--- config.mk ---
export PLATFORM = sky130hd
export DESIGN_NAME = usb_rx_pkt_ctrl
export DESIGN_NICKNAME = d
export VERILOG_FILES = /design/src/rtl/usb_rx_pkg.sv /design/src/rtl/usb_turnaround_timer.sv /design/src/rtl/usb_rx_pkt_ctrl.sv
export SDC_FILE = /design/constraint.sdc
export NUM_CORES = 1
export LEC_CHECK = 0
export BUFFER_PORTS_ARGS = -buffer_cell sky130_fd_sc_hd__buf_4
export CAP_MARGIN = 10
export CORE_AREA = 2 2 88 56
export DETAILED_ROUTE_END_ITERATION = 8
export DIE_AREA = 0 0 90 58
export PLACE_DENSITY = 0.82
export REMOVE_ABC_BUFFERS = 1
export SLEW_MARGIN = 20
export SYNTH_ARGS = -nofsm -noshare
export SYNTH_HDL_FRONTEND = slang
export SYNTH_HIERARCHICAL = 1
export SYNTH_SLANG_ARGS = --single-unit
--- constraint.sdc ---
create_clock -name clk_i -period 1.9 [get_ports clk_i]
set_input_delay 0.19 -clock clk_i [delete_from_list [all_inputs] [get_ports clk_i]]
set_output_delay 0.19 -clock clk_i [all_outputs]
set_load 0.03 [all_outputs]
--- src/rtl/usb_rx_pkg.sv ---
// usb_rx_pkg: shared RX packet codes, controller state encoding and default sizes.
package usb_rx_pkg;
    localparam logic [2:0] PKT_NONE = 3'd0;
    localparam logic [2:0] PKT_OUT  = 3'd1;
    localparam logic [2:0] PKT_IN   = 3'd2;
    localparam logic [2:0] PKT_DATA = 3'd3;
    localparam logic [2:0] PKT_ACK  = 3'd4;
    localparam logic [2:0] PKT_NAK  = 3'd5;
    localparam logic [2:0] PKT_ERR  = 3'd6;
    localparam logic [2:0] PKT_EOP  = 3'd7;
    typedef enum logic [2:0] {S_IDLE, S_WAIT_DATA, S_RCV, S_FLUSH, S_REPORT} rx_state_e;
    localparam int MAX_BYTES_DEF   = 64;
    localparam int BUF_DEPTH_DEF   = 64;
    localparam int TIMEOUT_CYC_DEF = 816;
endpackage

--- src/rtl/usb_turnaround_timer.sv ---
// usb_turnaround_timer: clearable enabled counter flagging TIMEOUT_CYC-1 elapsed cycles.
// Ports: clk_i, n_rst_i (async active-low), clr_i (sync clear, wins over en_i),
//        en_i (count enable), tc_o (count has reached TIMEOUT_CYC-1).
module usb_turnaround_timer #(
    parameter int TIMEOUT_CYC = 816
) (
    input  logic clk_i,
    input  logic n_rst_i,
    input  logic clr_i,
    input  logic en_i,
    output logic tc_o
);
    localparam int W = $clog2(TIMEOUT_CYC) + 1;
    logic [W-1:0] cnt_q;
    assign tc_o = cnt_q == W'(TIMEOUT_CYC - 1);
    always_ff @(posedge clk_i or negedge n_rst_i) begin
        if (!n_rst_i) cnt_q <= '0;
        else if (clr_i) cnt_q <= '0;
        else if (en_i && !tc_o) cnt_q <= cnt_q + 1'b1;
    end
endmodule

--- src/rtl/usb_rx_pkt_ctrl.sv ---
// usb_rx_pkt_ctrl: sequences RX packets (token, DATA, EOP) into the endpoint data buffer.
// Ports: clk_i, n_rst_i (async active-low); rx_packet_i status code, rx_packet_data_i byte,
//        store_rx_packet_data_i byte strobe, buffer_occupancy_i fill level;
//        buffer_wen_o/buffer_wdata_o registered byte write, buffer_flush_o one-cycle clear;
//        rx_transfer_active_o, rx_data_ready_o/rx_error_o report pulses,
//        rx_pkt_type_o last accepted code, rx_byte_count_o accepted payload bytes.
module usb_rx_pkt_ctrl
    import usb_rx_pkg::*;
#(
    parameter int MAX_BYTES   = MAX_BYTES_DEF,
    parameter int BUF_DEPTH   = BUF_DEPTH_DEF,
    parameter int TIMEOUT_CYC = TIMEOUT_CYC_DEF
) (
    input  logic       clk_i,
    input  logic       n_rst_i,
    input  logic [2:0] rx_packet_i,
    input  logic [7:0] rx_packet_data_i,
    input  logic       store_rx_packet_data_i,
    input  logic [6:0] buffer_occupancy_i,
    output logic       buffer_wen_o,
    output logic [7:0] buffer_wdata_o,
    output logic       buffer_flush_o,
    output logic       rx_transfer_active_o,
    output logic       rx_data_ready_o,
    output logic       rx_error_o,
    output logic [2:0] rx_pkt_type_o,
    output logic [6:0] rx_byte_count_o
);
    rx_state_e  state_q, state_d;
    logic [2:0] prev_q, type_q, type_d;
    logic [7:0] wdata_q, wdata_d;
    logic [6:0] cnt_q, cnt_d;
    logic       err_q, err_d, wen_q, wen_d;
    logic       evt, tc, ovf;
    // A code is only an event on the cycle it changes, so a held code fires once.
    assign evt = rx_packet_i != prev_q;
    assign ovf = cnt_q == 7'(MAX_BYTES) || buffer_occupancy_i == 7'(BUF_DEPTH);
    usb_turnaround_timer #(.TIMEOUT_CYC(TIMEOUT_CYC)) u_timer (
        .clk_i   (clk_i),
        .n_rst_i (n_rst_i),
        .clr_i   (state_q != S_WAIT_DATA),
        .en_i    (state_q == S_WAIT_DATA),
        .tc_o    (tc)
    );
    always_comb begin
        state_d = state_q;
        err_d   = err_q;
        wen_d   = 1'b0;
        wdata_d = wdata_q;
        type_d  = type_q;
        cnt_d   = cnt_q;
        case (state_q)
            S_IDLE: begin
                err_d = 1'b0;
                if (evt && rx_packet_i == PKT_OUT) begin
                    state_d = S_WAIT_DATA;
                    type_d  = PKT_OUT;
                end else if (evt && rx_packet_i inside {PKT_IN, PKT_ACK, PKT_NAK}) begin
                    type_d = rx_packet_i;
                end else if (evt && rx_packet_i == PKT_DATA) begin
                    state_d = S_REPORT;
                    err_d   = 1'b1;
                end
            end
            S_WAIT_DATA: begin
                if (evt && rx_packet_i == PKT_DATA) begin
                    state_d = S_RCV;
                    type_d  = PKT_DATA;
                    cnt_d   = '0;
                end else if (tc || (evt && rx_packet_i inside {PKT_ERR, PKT_EOP})) begin
                    state_d = S_REPORT;
                    err_d   = 1'b1;
                end
            end
            S_RCV: begin
                if (store_rx_packet_data_i && ovf) begin
                    state_d = S_FLUSH;
                    err_d   = 1'b1;
                end else begin
                    // A byte strobed alongside EOP is still written before the report.
                    if (store_rx_packet_data_i) begin
                        wen_d   = 1'b1;
                        wdata_d = rx_packet_data_i;
                        cnt_d   = cnt_q + 1'b1;
                    end
                    if (evt && rx_packet_i == PKT_ERR) begin
                        state_d = S_FLUSH;
                        err_d   = 1'b1;
                    end else if (evt && rx_packet_i == PKT_EOP) begin
                        state_d = S_REPORT;
                    end
                end
            end
            S_FLUSH: state_d = S_REPORT;
            default: state_d = S_IDLE;
        endcase
    end
    always_ff @(posedge clk_i or negedge n_rst_i) begin
        if (!n_rst_i) begin
            state_q <= S_IDLE;
            prev_q  <= PKT_NONE;
            type_q  <= PKT_NONE;
            wdata_q <= '0;
            cnt_q   <= '0;
            err_q   <= 1'b0;
            wen_q   <= 1'b0;
        end else begin
            state_q <= state_d;
            prev_q  <= rx_packet_i;
            type_q  <= type_d;
            wdata_q <= wdata_d;
            cnt_q   <= cnt_d;
            err_q   <= err_d;
            wen_q   <= wen_d;
        end
    end
    assign buffer_wen_o         = wen_q;
    assign buffer_wdata_o       = wdata_q;
    assign buffer_flush_o       = state_q == S_FLUSH;
    assign rx_transfer_active_o = state_q inside {S_WAIT_DATA, S_RCV, S_FLUSH};
    assign rx_data_ready_o      = state_q == S_REPORT && !err_q;
    assign rx_error_o           = state_q == S_REPORT && err_q;
    assign rx_pkt_type_o        = type_q;
    assign rx_byte_count_o      = cnt_q;
endmodule

# --- After elaboration in Yosys (flattened, before gate mapping) ---
# Cells that the tools add are included.
classes:
  add_sub_neg: 2
  eq_ne: 27
  muxes: 30
  bitwise_logic: 1
  n_reduce_logical: 27
ops:
  columns: ["cell", "count"]
  rows:
  - ["3-bit 2-to-1 mux", 11]
  - ["11-bit 2-to-1 mux", 2]
  - ["7-bit 2-to-1 mux", 3]
  - ["3-bit == test (second input constant)", 5]
  - ["3-bit inequality test (second input constant)", 5]
  - ["7-bit == test (second input constant)", 2]
  - ["7-bit case mux with 2 select lines", 1]
  - ["3-bit by 2-bit == test with 1-bit output (second input constant)", 4]
  - ["3-bit case mux with 4 select lines", 1]
  - ["4-bit AND reduction", 3]
  - ["11-bit by 1-bit adder with 11-bit output (second input constant)", 1]
  - ["11-bit by 10-bit == test with 1-bit output (second input constant)", 1]
  - ["1-bit logical AND", 10]
  - ["1-bit 2-to-1 mux", 10]
  - ["2-bit inequality test (second input constant)", 5]
  - ["3-bit nonzero test", 3]
  - ["2-bit nonzero test", 4]
  - ["7-bit by 1-bit adder with 7-bit output (second input constant)", 1]
  - ["3-bit by 1-bit == test with 1-bit output (second input constant)", 2]
  - ["3-bit case mux with 2 select lines", 1]
  - ["3-bit AND reduction", 2]
  - ["4-bit inequality test (second input constant)", 1]
  - ["3-bit logical NOT", 1]
  - ["3-bit by 1-bit inequality test with 1-bit output (second input constant)", 1]
  - ["5 further kinds", 7]
word_totals:
  regBits: 37
  in_bits: 21
  out_inout_bits: 23
  word_cells: 95

# --- Depth between registers and ports, before layout ---
depth:
  word_depth: 7
  depth_mapped: 9
  mapped_depth_nobuf: 8

# --- By module ---
# The synthesis kept the hierarchy.
modules_own_cells:
  columns: ["mod", "n_inst", "cells_each", "area_per_inst_um2", "seq_area_each_um2"]
  rows:
  - ["usb_rx_pkt_ctrl", 1, 156, 1427.6, 650.6]
  - ["usb_turnaround_timer", 1, 74, 676.9, 275.3]

# --- Worst setup path after synthesis ---
# No wires, ideal clock.
synth_path:
  kind: "reg2reg"
  start: "register state_q[2]"
  end: "register u_timer.cnt_q[7]"
  setup_ns: 0.078
  arrival_time_ns: 1.984
  t_required_ns: 1.822
  setup_slack_ns: -0.161
  path_stages_with_launch: 9
  path_buffers: 3
  synth_period_minus_slack_ns: 2.061
  cell_sequence: "dfrtp_1 -> buf_2 -> or3b_1 -> buf_2 -> inv_1 -> buf_2 -> nand3_1 -> or4_1 -> a21oi_1"
synth_via:
  elab_chain_len: 3
  word_cells_on_any_way: 5
  classes_between: "eq/ne: 2; mux: 1; reduce/logical: 2"
synth_rtl:
  columns: ["element", "line_no", "source"]
  rows:
  - ["start, declared", "usb_rx_pkt_ctrl.sv:29", "rx_state_e state_q, state_d;"]
  - ["start signal, assigned", "usb_rx_pkt_ctrl.sv:108", "state_q <= state_d;"]
  - ["3-bit by 1-bit == test with 1-bit output", "usb_rx_pkt_ctrl.sv:42", ".en_i (state_q == S_WAIT_DATA),"]
  - ["1-bit logical AND", "usb_turnaround_timer.sv:19", "else if (en_i && !tc_o) cnt_q <= cnt_q + 1'b1;"]
  - ["2-bit nonzero test (no source line)", null, null]
  - ["end signal, assigned", "usb_turnaround_timer.sv:19", null]
  - ["end, declared", "usb_turnaround_timer.sv:14", "logic [W-1:0] cnt_q;"]
# Parallel ways exist; a longest one is shown, timed or not.
# A chain may end at the register's enable or synchronous reset.

# --- Worst setup path after layout ---
layout_path:
  start: "register cnt_q[1] (netlist: rx_byte_count_o[1])"
  end: "register state_q[2]"
layout_via:
  elab_chain_len: 5
  word_cells_on_any_way: 7
  classes_between: "eq/ne: 2; mux: 2; reduce/logical: 3"
layout_rtl:
  columns: ["element", "line_no", "source"]
  rows:
  - ["start, declared", "usb_rx_pkt_ctrl.sv:32", "logic [6:0] cnt_q, cnt_d;"]
  - ["start signal, assigned", "usb_rx_pkt_ctrl.sv:112", "cnt_q <= cnt_d;"]
  - ["7-bit == test *", "usb_rx_pkt_ctrl.sv:37", "assign ovf = cnt_q == 7'(MAX_BYTES) || buffer_occupancy_i == 7'(BUF_DEPTH);"]
  - ["1-bit logical OR *", "usb_rx_pkt_ctrl.sv:37", null]
  - ["1-bit logical AND *", "usb_rx_pkt_ctrl.sv:76", "if (store_rx_packet_data_i && ovf) begin"]
  - ["4-bit inequality test (no source line) / 3-bit 2-to-1 mux (equally long branches)", null, null]
  - ["4-bit AND reduction (no source line) / 3-bit case mux with 4 select lines (equally long branches)", null, null]
# Every way passes the cells marked *; elsewhere a longest branch is shown, timed or not.

==> results by group <==
Worst setup path
  • CP Launch Type: flop
  • CP max FO: 7
  • Required time of the critical path: roughly 2.1 ns
  • R2R Setup Slk: between 0.06 and 0.07 ns
  • WS Path Type: reg2reg
  • Worst Setup End Kind: flop
  • Worst reg-to-reg path cell count: 7
  • FF-to-FF Start: rx_byte_count_o[1]
  • Crit path DAT: roughly 2.0 ns
  • Reg-to-reg critical path endpoint: state_q[2]

Routing
  • Met2 WL: roughly 2200 um
  • Number of vias per cell: about 5.5
  • Drt total wl: about 5200 um
  • Highest Signal Layer: met4
  • Routed via count: just under 2000
  • Wl on met1: around 2700 um
  • DR DRC count: 0
  • Detailed Route Iter0 Violations: around 130
  • Met3 WL: about 350 um
  • Final antenna-violating net count: 0
  • Detailed Routing Iterations Pass 1: 4
  • WL/cell: about 15 um

CTS
  • Setup Fix Bufs, Post-CTS: 0
  • Worst-path clk slew: approximately 0.080 ns
  • Max clock buf depth: 2
  • Root Buffer: clkbuf_8
  • # clock sinks: 37
  • Worst skew pair latency: between 0.2 and 0.3 ns
  • CTS tree: yes
  • Num CTS Buffers: 5
  • H-tree depth: 2

Min path
  • Hold path depth: 1
  • Worst hold endpoint: prev_q[0]
  • Hold_sp: rx_packet_i[0]
  • Hold Crit Class: in2reg

Power and ir drop
  • Combinational Power Share: between 30% and 40%
  • Pwr/cell area: approximately 1000 mW/mm^2
  • PnR Total Power: 2.885 mW
  • Leak Pwr: 1.295 nW
  • Peak VDD IR: between 0.0004 and 0.0005 V
  • Internal: 1.869 mW
  • Seq pwr share: a little over a third
  • Psw: around 1 mW
  • Net Sw Frac: 35.22%
  • Clk pwr share: 28.7%

Global routing
  • Global-route wire length before repair: between 8000 and 9000 um
  • Tot GR Track Use: 21.08%
  • Initial antenna violation count: 0
  • Pin count of the biggest net entering global routing: 38
  • GR Overflow Total: 0
  • Number of global-route vias before repair: roughly 1800

Outcome
  • Status: complete, no violations

Die
  • Initial Util: 47.59%
  • # rows: 19
  • Die footprint: around 0.0052 sq mm
  • I/O Pins: 44
  • Height of the die: around 58 um
  • Core area: between 0.004 and 0.005 sq mm
  • Die Width: about 90 um

Synthesis
  • Post-synth top flop: dfrtp_1
  • Post-synth ARST share: 100.0%
  • Cells after synthesis: 230
  • Register area share after synthesis: approximately 44%
  • Yosys warns: 6
  • Number of synthesized flops with an enable pin: 0
  • Cell area after synthesis: roughly 0.0021 sq mm
  • Syn avg cell area: 9.150 sq um
  • Synth top area share: between 40% and 50%
  • Seq cells post-synth: 37
  • Synth area leaders: dfrtp_1 (44%), nand2_1 (6.6%), a21oi_1 (3.1%)
  • Post-synth top area cell: dfrtp_1
  • Post-synth cell types: 54

Final layout
  • ANT cells: 0
  • Layout area overhead: 30.97%
  • Nets: 311
  • Layout Cells excl Fill: between 300 and 400
  • Share of layout cells above drive strength 1: approximately 31%

Timing
  • Setup violators final: 0
  • Minimum clock period: between 1.5 and 2 ns
  • Hold Vio Cnt, Final: 0
  • Final-report max-slew violation count: 0
  • Part of the cycle the worst path needs: 96.58%
  • Final Skew: between 0.008 and 0.009 ns
  • Fmax: between 500 and 600 MHz
  • Slew HR: between 60% and 70%
  • Worst-Margin Slew: 0.4735 ns
  • Unrepaired setup endpoints after global routing: false

Placement
  • GPL Wtd Cong: 0.9504
  • Port buffer count: 43
  • Dpl cells: approximately 340
  • Post-DP HPWL: between 3000 and 4000 um

Run
  • Max cap viols: 0
[sequential cells by signal (all words and copies together) (netlist names)]
signal	flops
u_timer/cnt_q	11
buffer_wdata_o	8
rx_byte_count_o	7
prev_q	3
rx_pkt_type_o	3
state_q	3
buffer_wen_o	1
err_q	1
[power by group through the flow]
stage          clock [mW]  combinational, mW  sequential [mW]
2_1_floorplan           0              0.324             1.30
3_3_place_gp            0               1.00             1.03
3_5_place_dp            0               1.03             1.03
4_1_cts             0.843               1.04             1.02
5_1_grt             0.878               1.11             1.04
6_report            0.829               1.04             1.02
[worst max path at each step]
stage                  startpoint               end  slack, ns  cells past startpoint
2_1_floorplan          state_q[0]  u_timer/cnt_q[7]      -0.31                      5
3_3_place_gp           state_q[1]  u_timer/cnt_q[7]        0.1                      5
3_5_place_dp           state_q[1]  u_timer/cnt_q[7]       0.03                      5
4_1_cts                state_q[1]  u_timer/cnt_q[9]       0.02                      5
5_1_grt        rx_byte_count_o[0]             err_q      0.004                      7
6_report       rx_byte_count_o[1]        state_q[2]       0.06                      7
[worst max-delay path, cell delays in order, from the launching register on]
cell	delay [ns]
dfrtp_1	0.38
inv_1	0.09
ha_1	0.16
and4bb_1	0.22
a22oi_2	0.15
nand2b_4	0.20
a221o_1	0.36
nor3b_2	0.20
[metrics by stage]
stage | setup TNS [ns] | utilization (%) | worst slack, ns | cell area (sq um) | hold slack (ns)
3_3_place_gp | 0 | 58.29 | 0.09757 | 2577 | 0.1844
3_5_place_dp | 0 | 58.29 | 0.03055 | 2577 | 0.1865
5_1_grt | 0 | 62.34 | 0.003824 | 2756 | 0.04761
6_report | 0 | 62.34 | 0.06494 | 2756 | 0.06063
4_1_cts | 0 | 61.63 | 0.02148 | 2725 | 0.05311
2_1_floorplan | -1.279 | - | -0.3124 | 2056 | -0.1056
[cells by family (layout without fill, tap and decap cells)]
kind of cell | Yosys count | in the layout | share of synthesized area [%]
adders and majority gates | 3 | 3 | 1.784
buffers and inverters | 20 | 78 | 4.102
AOI/OAI and AO/OA | 46 | 46 | 14.57
xor gates and xnor gates | 2 | 2 | 0.8325
DFF | 37 | 37 | 44.00
and+or+nand+nor | 115 | 115 | 31.33
muxes | 7 | 7 | 3.389
[Yosys cell counts (2+ instances only)]
library cell	instances
dfrtp_1	37
nand2_1	37
a21oi_1	13
nor2_1	13
nand3_1	12
buf_2	9
inv_1	9
o31ai_1	7
mux2i_1	6
o21ai_0	6
o21ai_1	6
and3_1	5
nand4_1	5
nor3_1	5
nand3b_1	4
nor3b_1	4
or3_1	4
a211oi_1	3
ha_1	3
nor2b_1	3
and2_1	2
nor3b_2	2
nor4_1	2
or3b_1	2
or4_1	2
[repair_timing]
item,CTS,global route
hold buffers,1,0
resized for setup,0,9
endpoints found under the hold margin,37,0
endpoints found under the setup margin,0,7
[final cells by class]
class / count / area, sq um
clock buffer: 5 / 68.82
clock inverter: 3 / 68.82
fill: 382 / 1665
inverter: 10 / 40.04
multi-input combinational: 173 / 1119
sequential: 37 / 928.4
tap: 63 / 78.83
timing repair buffer: 60 / 452.9
[cell usage in the layout (no fill, tap or decap), drive strengths merged, types with 6 or more instances in the layout]
| master | instances |
|---|---|
| buf | 59 |
| nand2 | 37 |
| dfrtp | 37 |
| nor2 | 13 |
| a21oi | 13 |
| nand3 | 12 |
| o21ai | 12 |
| inv | 11 |
| o31ai | 7 |
| mux2i | 6 |
| and3 | 6 |
| nor3 | 6 |
| nand4 | 6 |
| nor3b | 6 |
[per-layer routing]
metal  up-vias  global-route usage [%]
met5         -                       0
met4         0                   3.516
met3         2                   6.372
met2        62                   30.72
met1       919                   31.70
li1        955                       -
No activity file was read; power rests on OpenSTA's default activity.
